===== config.mk =====
export PLATFORM = sky130hd
export DESIGN_NAME = register_file_flat
export DESIGN_NICKNAME = d
export VERILOG_FILES = /design/src/rtl/register_file_if.sv /design/src/rtl/register_file.sv /design/src/flat_wrapper.sv
export SDC_FILE = /design/constraint.sdc
export NUM_CORES = 2
export LEC_CHECK = 0
export CORE_UTILIZATION = 46
export DETAILED_ROUTE_END_ITERATION = 8
export PLACE_DENSITY_LB_ADDON = 0.15
export SLEW_MARGIN = 5
export SYNTH_ARGS = -nofsm -noshare
export SYNTH_HDL_FRONTEND = slang
export SYNTH_SLANG_ARGS = --single-unit

===== constraint.sdc =====
create_clock -name clk_i -period 5.95 [get_ports clk_i]
set_clock_uncertainty 0.05 [all_clocks]
set_input_delay 1.19 -clock clk_i [delete_from_list [all_inputs] [get_ports clk_i]]
set_output_delay 1.19 -clock clk_i [all_outputs]
set_load 0.01 [all_outputs]

===== src/rtl/register_file_if.sv =====
// Request/address/data bundle between the core datapath and the register file.
// The master raises request strobes; the slave returns held read data.
interface register_file_if #(
  parameter int DATA_WIDTH = 32,
  parameter int ADDR_WIDTH = 5
);
  logic                  req_ra_i;
  logic                  req_rb_i;
  logic                  req_w_i;
  logic [ADDR_WIDTH-1:0] raddr_a_i;
  logic [DATA_WIDTH-1:0] rdata_a_o;
  logic [ADDR_WIDTH-1:0] raddr_b_i;
  logic [DATA_WIDTH-1:0] rdata_b_o;
  logic [ADDR_WIDTH-1:0] waddr_a_i;
  logic [DATA_WIDTH-1:0] wdata_a_i;

  modport master (
    output req_ra_i, req_rb_i, req_w_i,
    output raddr_a_i, raddr_b_i, waddr_a_i, wdata_a_i,
    input  rdata_a_o, rdata_b_o
  );

  modport slave (
    input  req_ra_i, req_rb_i, req_w_i,
    input  raddr_a_i, raddr_b_i, waddr_a_i, wdata_a_i,
    output rdata_a_o, rdata_b_o
  );
endinterface


===== src/rtl/register_file.sv =====
// 32 x 32 RV32I register file, two read ports and one write port.
// Every port acts only on the rising edge of its request strobe; read data is held until the next read.
module register_file #(
  parameter int DATA_WIDTH = 32,
  parameter int ADDR_WIDTH = 5
) (
  input  logic           clk_i,
  input  logic           rst_ni,
  register_file_if.slave bus
);
  localparam int NREGS = 2 ** ADDR_WIDTH;

  logic [DATA_WIDTH-1:0] regs_q [NREGS];
  logic [DATA_WIDTH-1:0] regs_d [NREGS];
  logic [DATA_WIDTH-1:0] rdata_a_q, rdata_a_d;
  logic [DATA_WIDTH-1:0] rdata_b_q, rdata_b_d;
  logic                  req_ra_q, req_ra_d;
  logic                  req_rb_q, req_rb_d;
  logic                  req_w_q, req_w_d;
  logic                  fire_ra, fire_rb, fire_w;

  // Only a definite 1 counts as asserted, so an X strobe cannot fire a port.
  always_comb begin
    fire_ra = (bus.req_ra_i == 1'b1) && !req_ra_q;
    fire_rb = (bus.req_rb_i == 1'b1) && !req_rb_q;
    fire_w  = (bus.req_w_i  == 1'b1) && !req_w_q;
  end

  always_comb begin
    req_ra_d  = (bus.req_ra_i == 1'b1);
    req_rb_d  = (bus.req_rb_i == 1'b1);
    req_w_d   = (bus.req_w_i  == 1'b1);
    rdata_a_d = rdata_a_q;
    rdata_b_d = rdata_b_q;
    regs_d    = regs_q;
    // Reads sample the pre-write array, so a same-edge read/write returns the old value.
    if (fire_ra) rdata_a_d = regs_q[bus.raddr_a_i];
    if (fire_rb) rdata_b_d = regs_q[bus.raddr_b_i];
    if (fire_w && (bus.waddr_a_i != '0)) regs_d[bus.waddr_a_i] = bus.wdata_a_i;
    regs_d[0] = '0;
  end

  always_ff @(posedge clk_i or negedge rst_ni) begin
    if (!rst_ni) begin
      for (int i = 0; i < NREGS; i++) regs_q[i] <= '0;
      rdata_a_q <= '0;
      rdata_b_q <= '0;
      req_ra_q  <= 1'b0;
      req_rb_q  <= 1'b0;
      req_w_q   <= 1'b0;
    end else begin
      for (int i = 0; i < NREGS; i++) regs_q[i] <= regs_d[i];
      rdata_a_q <= rdata_a_d;
      rdata_b_q <= rdata_b_d;
      req_ra_q  <= req_ra_d;
      req_rb_q  <= req_rb_d;
      req_w_q   <= req_w_d;
    end
  end

  assign bus.rdata_a_o = rdata_a_q;
  assign bus.rdata_b_o = rdata_b_q;
endmodule


===== src/flat_wrapper.sv =====
// flat-port wrapper written by rule: the top's interface ports become plain ports
module register_file_flat 
#(
  parameter int DATA_WIDTH = 32,
  parameter int ADDR_WIDTH = 5
)
  (clk_i, rst_ni, bus_req_ra_i, bus_req_rb_i, bus_req_w_i, bus_raddr_a_i, bus_raddr_b_i, bus_waddr_a_i, bus_wdata_a_i, bus_rdata_a_o, bus_rdata_b_o);
  register_file_if #(.DATA_WIDTH(DATA_WIDTH), .ADDR_WIDTH(ADDR_WIDTH)) bus_i ();
  input  logic clk_i;
  input  logic rst_ni;
  input wire logic [$bits(bus_i.req_ra_i)-1:0] bus_req_ra_i;
  input wire logic [$bits(bus_i.req_rb_i)-1:0] bus_req_rb_i;
  input wire logic [$bits(bus_i.req_w_i)-1:0] bus_req_w_i;
  input wire logic [$bits(bus_i.raddr_a_i)-1:0] bus_raddr_a_i;
  input wire logic [$bits(bus_i.raddr_b_i)-1:0] bus_raddr_b_i;
  input wire logic [$bits(bus_i.waddr_a_i)-1:0] bus_waddr_a_i;
  input wire logic [$bits(bus_i.wdata_a_i)-1:0] bus_wdata_a_i;
  output wire logic [$bits(bus_i.rdata_a_o)-1:0] bus_rdata_a_o;
  output wire logic [$bits(bus_i.rdata_b_o)-1:0] bus_rdata_b_o;
  assign bus_i.req_ra_i = bus_req_ra_i;
  assign bus_i.req_rb_i = bus_req_rb_i;
  assign bus_i.req_w_i = bus_req_w_i;
  assign bus_i.raddr_a_i = bus_raddr_a_i;
  assign bus_i.raddr_b_i = bus_raddr_b_i;
  assign bus_i.waddr_a_i = bus_waddr_a_i;
  assign bus_i.wdata_a_i = bus_wdata_a_i;
  assign bus_rdata_a_o = bus_i.rdata_a_o;
  assign bus_rdata_b_o = bus_i.rdata_b_o;
  register_file #(.DATA_WIDTH(DATA_WIDTH), .ADDR_WIDTH(ADDR_WIDTH)) u_core (.clk_i(clk_i), .rst_ni(rst_ni), .bus(bus_i));
endmodule

# After elaboration in Yosys (flattened, before gate mapping)
# Index checks and enable logic that the tools add are counted.
[word_totals] regBits=1059 latchBits=0 ram_bits=0 rom_bits=0 in_bits=52 word_cells=61 memories=0
[classes] addsub=0 n_mul=0 div=0 n_lt_le_gt_ge=4 eq_ne=0 shift=0 muxes=9 n_bitwise=3 n_reduce_logical=9
[op_table] op="1024-bit bitwise mux" n=1
[op_table] op="32-bit binary-select mux with 5-bit select" n=2
[op_table] op="32-bit demux with 5-bit select" n=1
[op_table] op="32-bit two-way mux" n=5
[op_table] op="6-bit greater-or-equal comparator (second input constant)" n=3
[op_table] op="5-bit NOT with 6-bit output" n=3
[op_table] op="6-bit by 1-bit < comparator with 1-bit output (second input constant)" n=1
[op_table] op="1-bit logical AND" n=5
[op_table] op="5-bit nonzero test" n=1
[op_table] op="1-bit zero test" n=3

# Depth between registers and ports, before layout
[logic_depth] ltp_word=6 ltp_mapped=10

# Least setup slack after synthesis
# No wires, ideal clock.
[synth_path] path_kind="input to register" startpoint="input port bus_raddr_b_i[1]" endpoint="register u_core.rdata_b_q[1], in the netlist u_core.bus.rdata_b_o[1]" arrival_ns=2.803 setup_slack_ns=2.961 path_stages=8 n_path_buf=3 path_cell_list="buf_2 buf_2 clkbuf_1 mux2_2 a22oi_1 o21ai_0 a221oi_1 o21ai_0"
[synth_between] elab_chain_cells=4
[synth_lines] item="start: declaration" line="flat_wrapper.sv:15" rtl="input wire logic [$bits(bus_i.raddr_b_i)-1:0] bus_raddr_b_i;"
[synth_lines] item="5-bit NOT with 6-bit output (not written as such)" line="register_file.sv:38" rtl="if (fire_rb) rdata_b_d = regs_q[bus.raddr_b_i];"
[synth_lines] item="32-bit binary-select mux with 5-bit select" line="register_file.sv:38"
[synth_lines] item="32-bit two-way mux (not written as such) (2 in series)" line="register_file.sv:38"
[synth_lines] item="end signal: assignment" line="register_file.sv:54" rtl="rdata_b_q <= rdata_b_d;"
[synth_lines] item="end: declaration" line="register_file.sv:16" rtl="logic [DATA_WIDTH-1:0] rdata_b_q, rdata_b_d;"
# No other way between the ends. The select of a mux whose other input is x is not followed.
# A chain may end at the register's enable or synchronous reset.

# Worst setup path after layout
[layout_path] startpoint="input port bus_waddr_a_i[2]" endpoint="register u_core.regs_q[518] in the netlist's numbering"
[layout_between] elab_chain_cells=6
[layout_lines] item="start: declaration" line="flat_wrapper.sv:16" rtl="input wire logic [$bits(bus_i.waddr_a_i)-1:0] bus_waddr_a_i;"
[layout_lines] item="5-bit NOT with 6-bit output (not written as such)" line="register_file.sv:39" rtl="if (fire_w && (bus.waddr_a_i != '0)) regs_d[bus.waddr_a_i] = bus.wdata_a_i;"
[layout_lines] item="6-bit greater-or-equal comparator (not written as such) / 6-bit by 1-bit < comparator with 1-bit output (equally long branches)" line="register_file.sv:39"
[layout_lines] item="1-bit logical AND (not written as such)" line="register_file.sv:39"
[layout_lines] item="32-bit two-way mux (not written as such)" line="register_file.sv:39"
[layout_lines] item="32-bit demux with 5-bit select" line="register_file.sv:39"
[layout_lines] item="1024-bit bitwise mux" line="register_file.sv:39"
[layout_lines] item="end: declaration" line="register_file.sv:13" rtl="logic [DATA_WIDTH-1:0] regs_q [NREGS];"
# Parallel ways exist; a longest one is shown, timed or not.

==> summary.md <==
| Metric | Value |
|---|---|
| Internal power | `14.8 mW` |
| Post-CTS sizing | `0` |
| Hold Path Class | `flop to flop` |
| Startpoint types | `input port` |
| Hold path start | `u_core.bus.rdata_a_o[13]` |
| Minimum clock period | `3.55 ns` |
| Switch Pwr | `5.25 mW` |
| Share of cells above drive strength 1 | `51.9%` |
| First-pass DRT Iterations | `5` |
| Core footprint | `120,000 sq um` |
| Syn-to-layout area delta | `12.1%` |
| Die W | `349 um` |
| DPL Wire Length | `101,000 um` |
| Io pins | `116` |
| Status | `finished clean` |
| Vias per cell | `6.51` |
| Least-Margin Pin Slew | `1.28 ns` |
| H-tree Lvls | `3` |
| CTS sink count | `1,059` |
| Final Hold Viols | `0` |
| Rows | `127` |
| Seq pwr share | `44.7%` |
| DRT antenna net count | `0` |
| WHS Path Cells | `2` |
| Max-slew violation count | `0` |
| Worst r2r path cells | `5` |
| Vias in the first global route | `37.6k` |
| RD Place Congestion | `0.805` |
| Switch share | `26.1%` |
| Die area | `122,000 sq um` |
| R2R Setup Slk | `3.07 ns` |
| Hold EP | `u_core.bus.rdata_a_o[13]` |
| Most used DFF post-synth | `dfrtp_1` |
| Synth Cell Area | `55,500 sq um` |
| Post-synth cell types | `36` |
| Port Buffers | `115` |
| Starting DRT DRC Count | `3,021` |
| DIE HEIGHT | `349 um` |
| Layout Utilization | `51.9%` |
| Initial Utilization | `46.3%` |
| Max IR drop VDD | `242 uV` |
| WS Path Type | `input port to flop` |
| Crit end category | `flop` |
| Clock network power share | `38.5%` |
| Clk_lat worst skew | `0.72 ns` |
| Max Freq | `282 MHz` |
| Arrival @ worst endpoint | `4.09 ns` |
| TritonCTS clock tree | `done` |
| Antenna violations before repair | `4` |
| Crit share post-route | `59.6%` |
| Inserted Clock Buffers | `117` |
| Global-route wire length before repair | `257,000 um` |
| Setup TNS | `0 ns` |
| DRC | `0` |
| Cts hold-fix bufs | `0` |
| Final wirelength | `172,000 um` |
| Max Fanout on Critical Path | `23` |
| Reg2Reg Launch Point | `u_core.req_w_q` |
| Fin nets | `3,681` |
| Post-DR wirelength/cell | `32.1 um` |
| Max_cap viols | `0` |
| RSZ-0062 raised after global routing | `no` |
| Critical Path Source | `bus_waddr_a_i[2]` |
| Post-synth ARST share | `100%` |
| Required time of the critical path | `6.49 ns` |
| P_leak | `27.4 nW` |
| Root Buffer Master | `clkbuf_16` |
| Mean post-synth cell area | `15.0 sq um` |
| Vias | `34.8k` |
| PwrDens | `322 nW/um^2` |
| GR Util All Layers | `28.6%` |
| Post-synth EDFFs | `0` |
| Congestion Overflow GR | `0` |
| Worst-path clk slew | `0.06 ns` |
| Sequential share of the synthesized area | `47.7%` |
| Final setup viols | `0` |
| Most common cell after layout, fill and taps aside | `mux2_2` |
| Comb pwr share | `16.7%` |
| Largest net degree at the start of global routing | `124` |
| Post-CTS setup buffer count | `0` |
| Commonest cells after routing, fill and taps aside | `mux2_2, dfrtp_1, mux4_2, clkbuf_16, clkdlybuf4s50_1` |
| Post-Syn Nets | `3,745` |
| Clock Tree Buf Depth | `3` |
| Gate Count Post-Synth | `3,693` |
| Seq cells post-synth | `1,059` |
| Relative slew slack | `14.4%` |
| RR Endpoint | `u_core.regs_q[518]` |
| Ys Warns | `0` |
-- power groups by stage --
stage / registers [mW] / clock network [mW] / logic, mW
final: 8.98 / 7.73 / 3.35
after detailed placement: 9.08 / 0 / 3.37
after global placement: 8.95 / 0 / 3.27
after global routing: 9.10 / 8.14 / 3.59
after CTS: 8.95 / 7.85 / 3.38
after floorplan: 8.79 / 0 / 2.41
-- worst max-delay path, cell delays in order --
cell,delay [ns]
clkdlybuf4s50_1,0.75
nand3b_1,0.41
nor2_4,0.99
buf_4,0.38
mux2_2,0.36
-- cell usage after synthesis (32+ instances only) --
| cell type | number | area [sq um] |
|---|---|---|
| o21ai_0 | 57 | 285 |
| nor2b_1 | 64 | 400 |
| nor2_1 | 47 | 176 |
| a211oi_1 | 34 | 255 |
| mux2i_1 | 63 | 631 |
| clkbuf_1 | 209 | 785 |
| a221oi_1 | 58 | 508 |
| buf_1 | 60 | 225 |
| o31ai_1 | 32 | 240 |
| mux4_2 | 448 | 10100 |
| nand2_1 | 91 | 342 |
| mux2_2 | 1154 | 13000 |
| buf_2 | 95 | 475 |
| nor3_1 | 37 | 185 |
| o22ai_1 | 32 | 200 |
| dfrtp_1 | 1059 | 26500 |
-- kinds of logic after synthesis --
family / Yosys count / share of synthesized area [%]
buffers and inverters: 390 / 3.14
AND/OR/NAND/NOR: 267 / 2.29
multiplexers: 1695 / 43.3
flip-flops: 1059 / 47.7
AO/OA/AOI/OAI: 282 / 3.50
-- metrics by stage --
stage	std cells	hold WS [ns]	total power, mW	instance area [sq um]	setup slack, ns
finish	5342	0.432	20.1	62200	2.40
global route	5340	0.473	20.8	62200	2.34
CTS	5340	0.445	20.2	62200	2.46
detailed placement	5122	0.432	12.4	58100	1.68
global placement	5122	0.426	12.2	58100	1.77
floorplan	3693	0.421	11.2	55500	2.96
-- how the worst max path moves through the flow --
stage | end | slack [ns] | cells after the start
after global placement | u_core.regs_q[540] | 1.77 | 6
after CTS | u_core.regs_q[515] | 2.46 | 5
final | u_core.regs_q[518] | 2.40 | 5
after floorplan | u_core.bus.rdata_b_o[1] | 2.96 | 8
after detailed placement | u_core.regs_q[515] | 1.68 | 5
after global routing | u_core.regs_q[514] | 2.34 | 6
-- flip-flops by register name, summed over array words and instances, names as in the netlist --
signal and count:
u_core.regs_q 992, u_core.req_w_q 1, u_core.req_ra_q 1, u_core.req_rb_q 1
u_core.bus.rdata_b_o 32, u_core.bus.rdata_a_o 32
-- layer usage --
| metal | share of wire [%] | routed length, um | track usage (%) |
|---|---|---|---|
| met1 | 43 | 73900 | 39.7 |
| met2 | 48 | 82600 | 46.1 |
| met3 | 6.0 | 10400 | 4.94 |
| met4 | 2.8 | 4760 | 8.30 |
| met5 | 0.0041 | 7 | 0 |
-- final cells by class --
type	count	area [sq um]
sequential	1059	26500
tap	1612	2020
antenna	2	5.00
clock buffer	181	3580
inverter	1	3.75
multi-input combinational	2244	27500
clock inverter	37	539
timing repair buffer	206	2120
fill	9918	57600
Power figures use the tool's default switching activity.
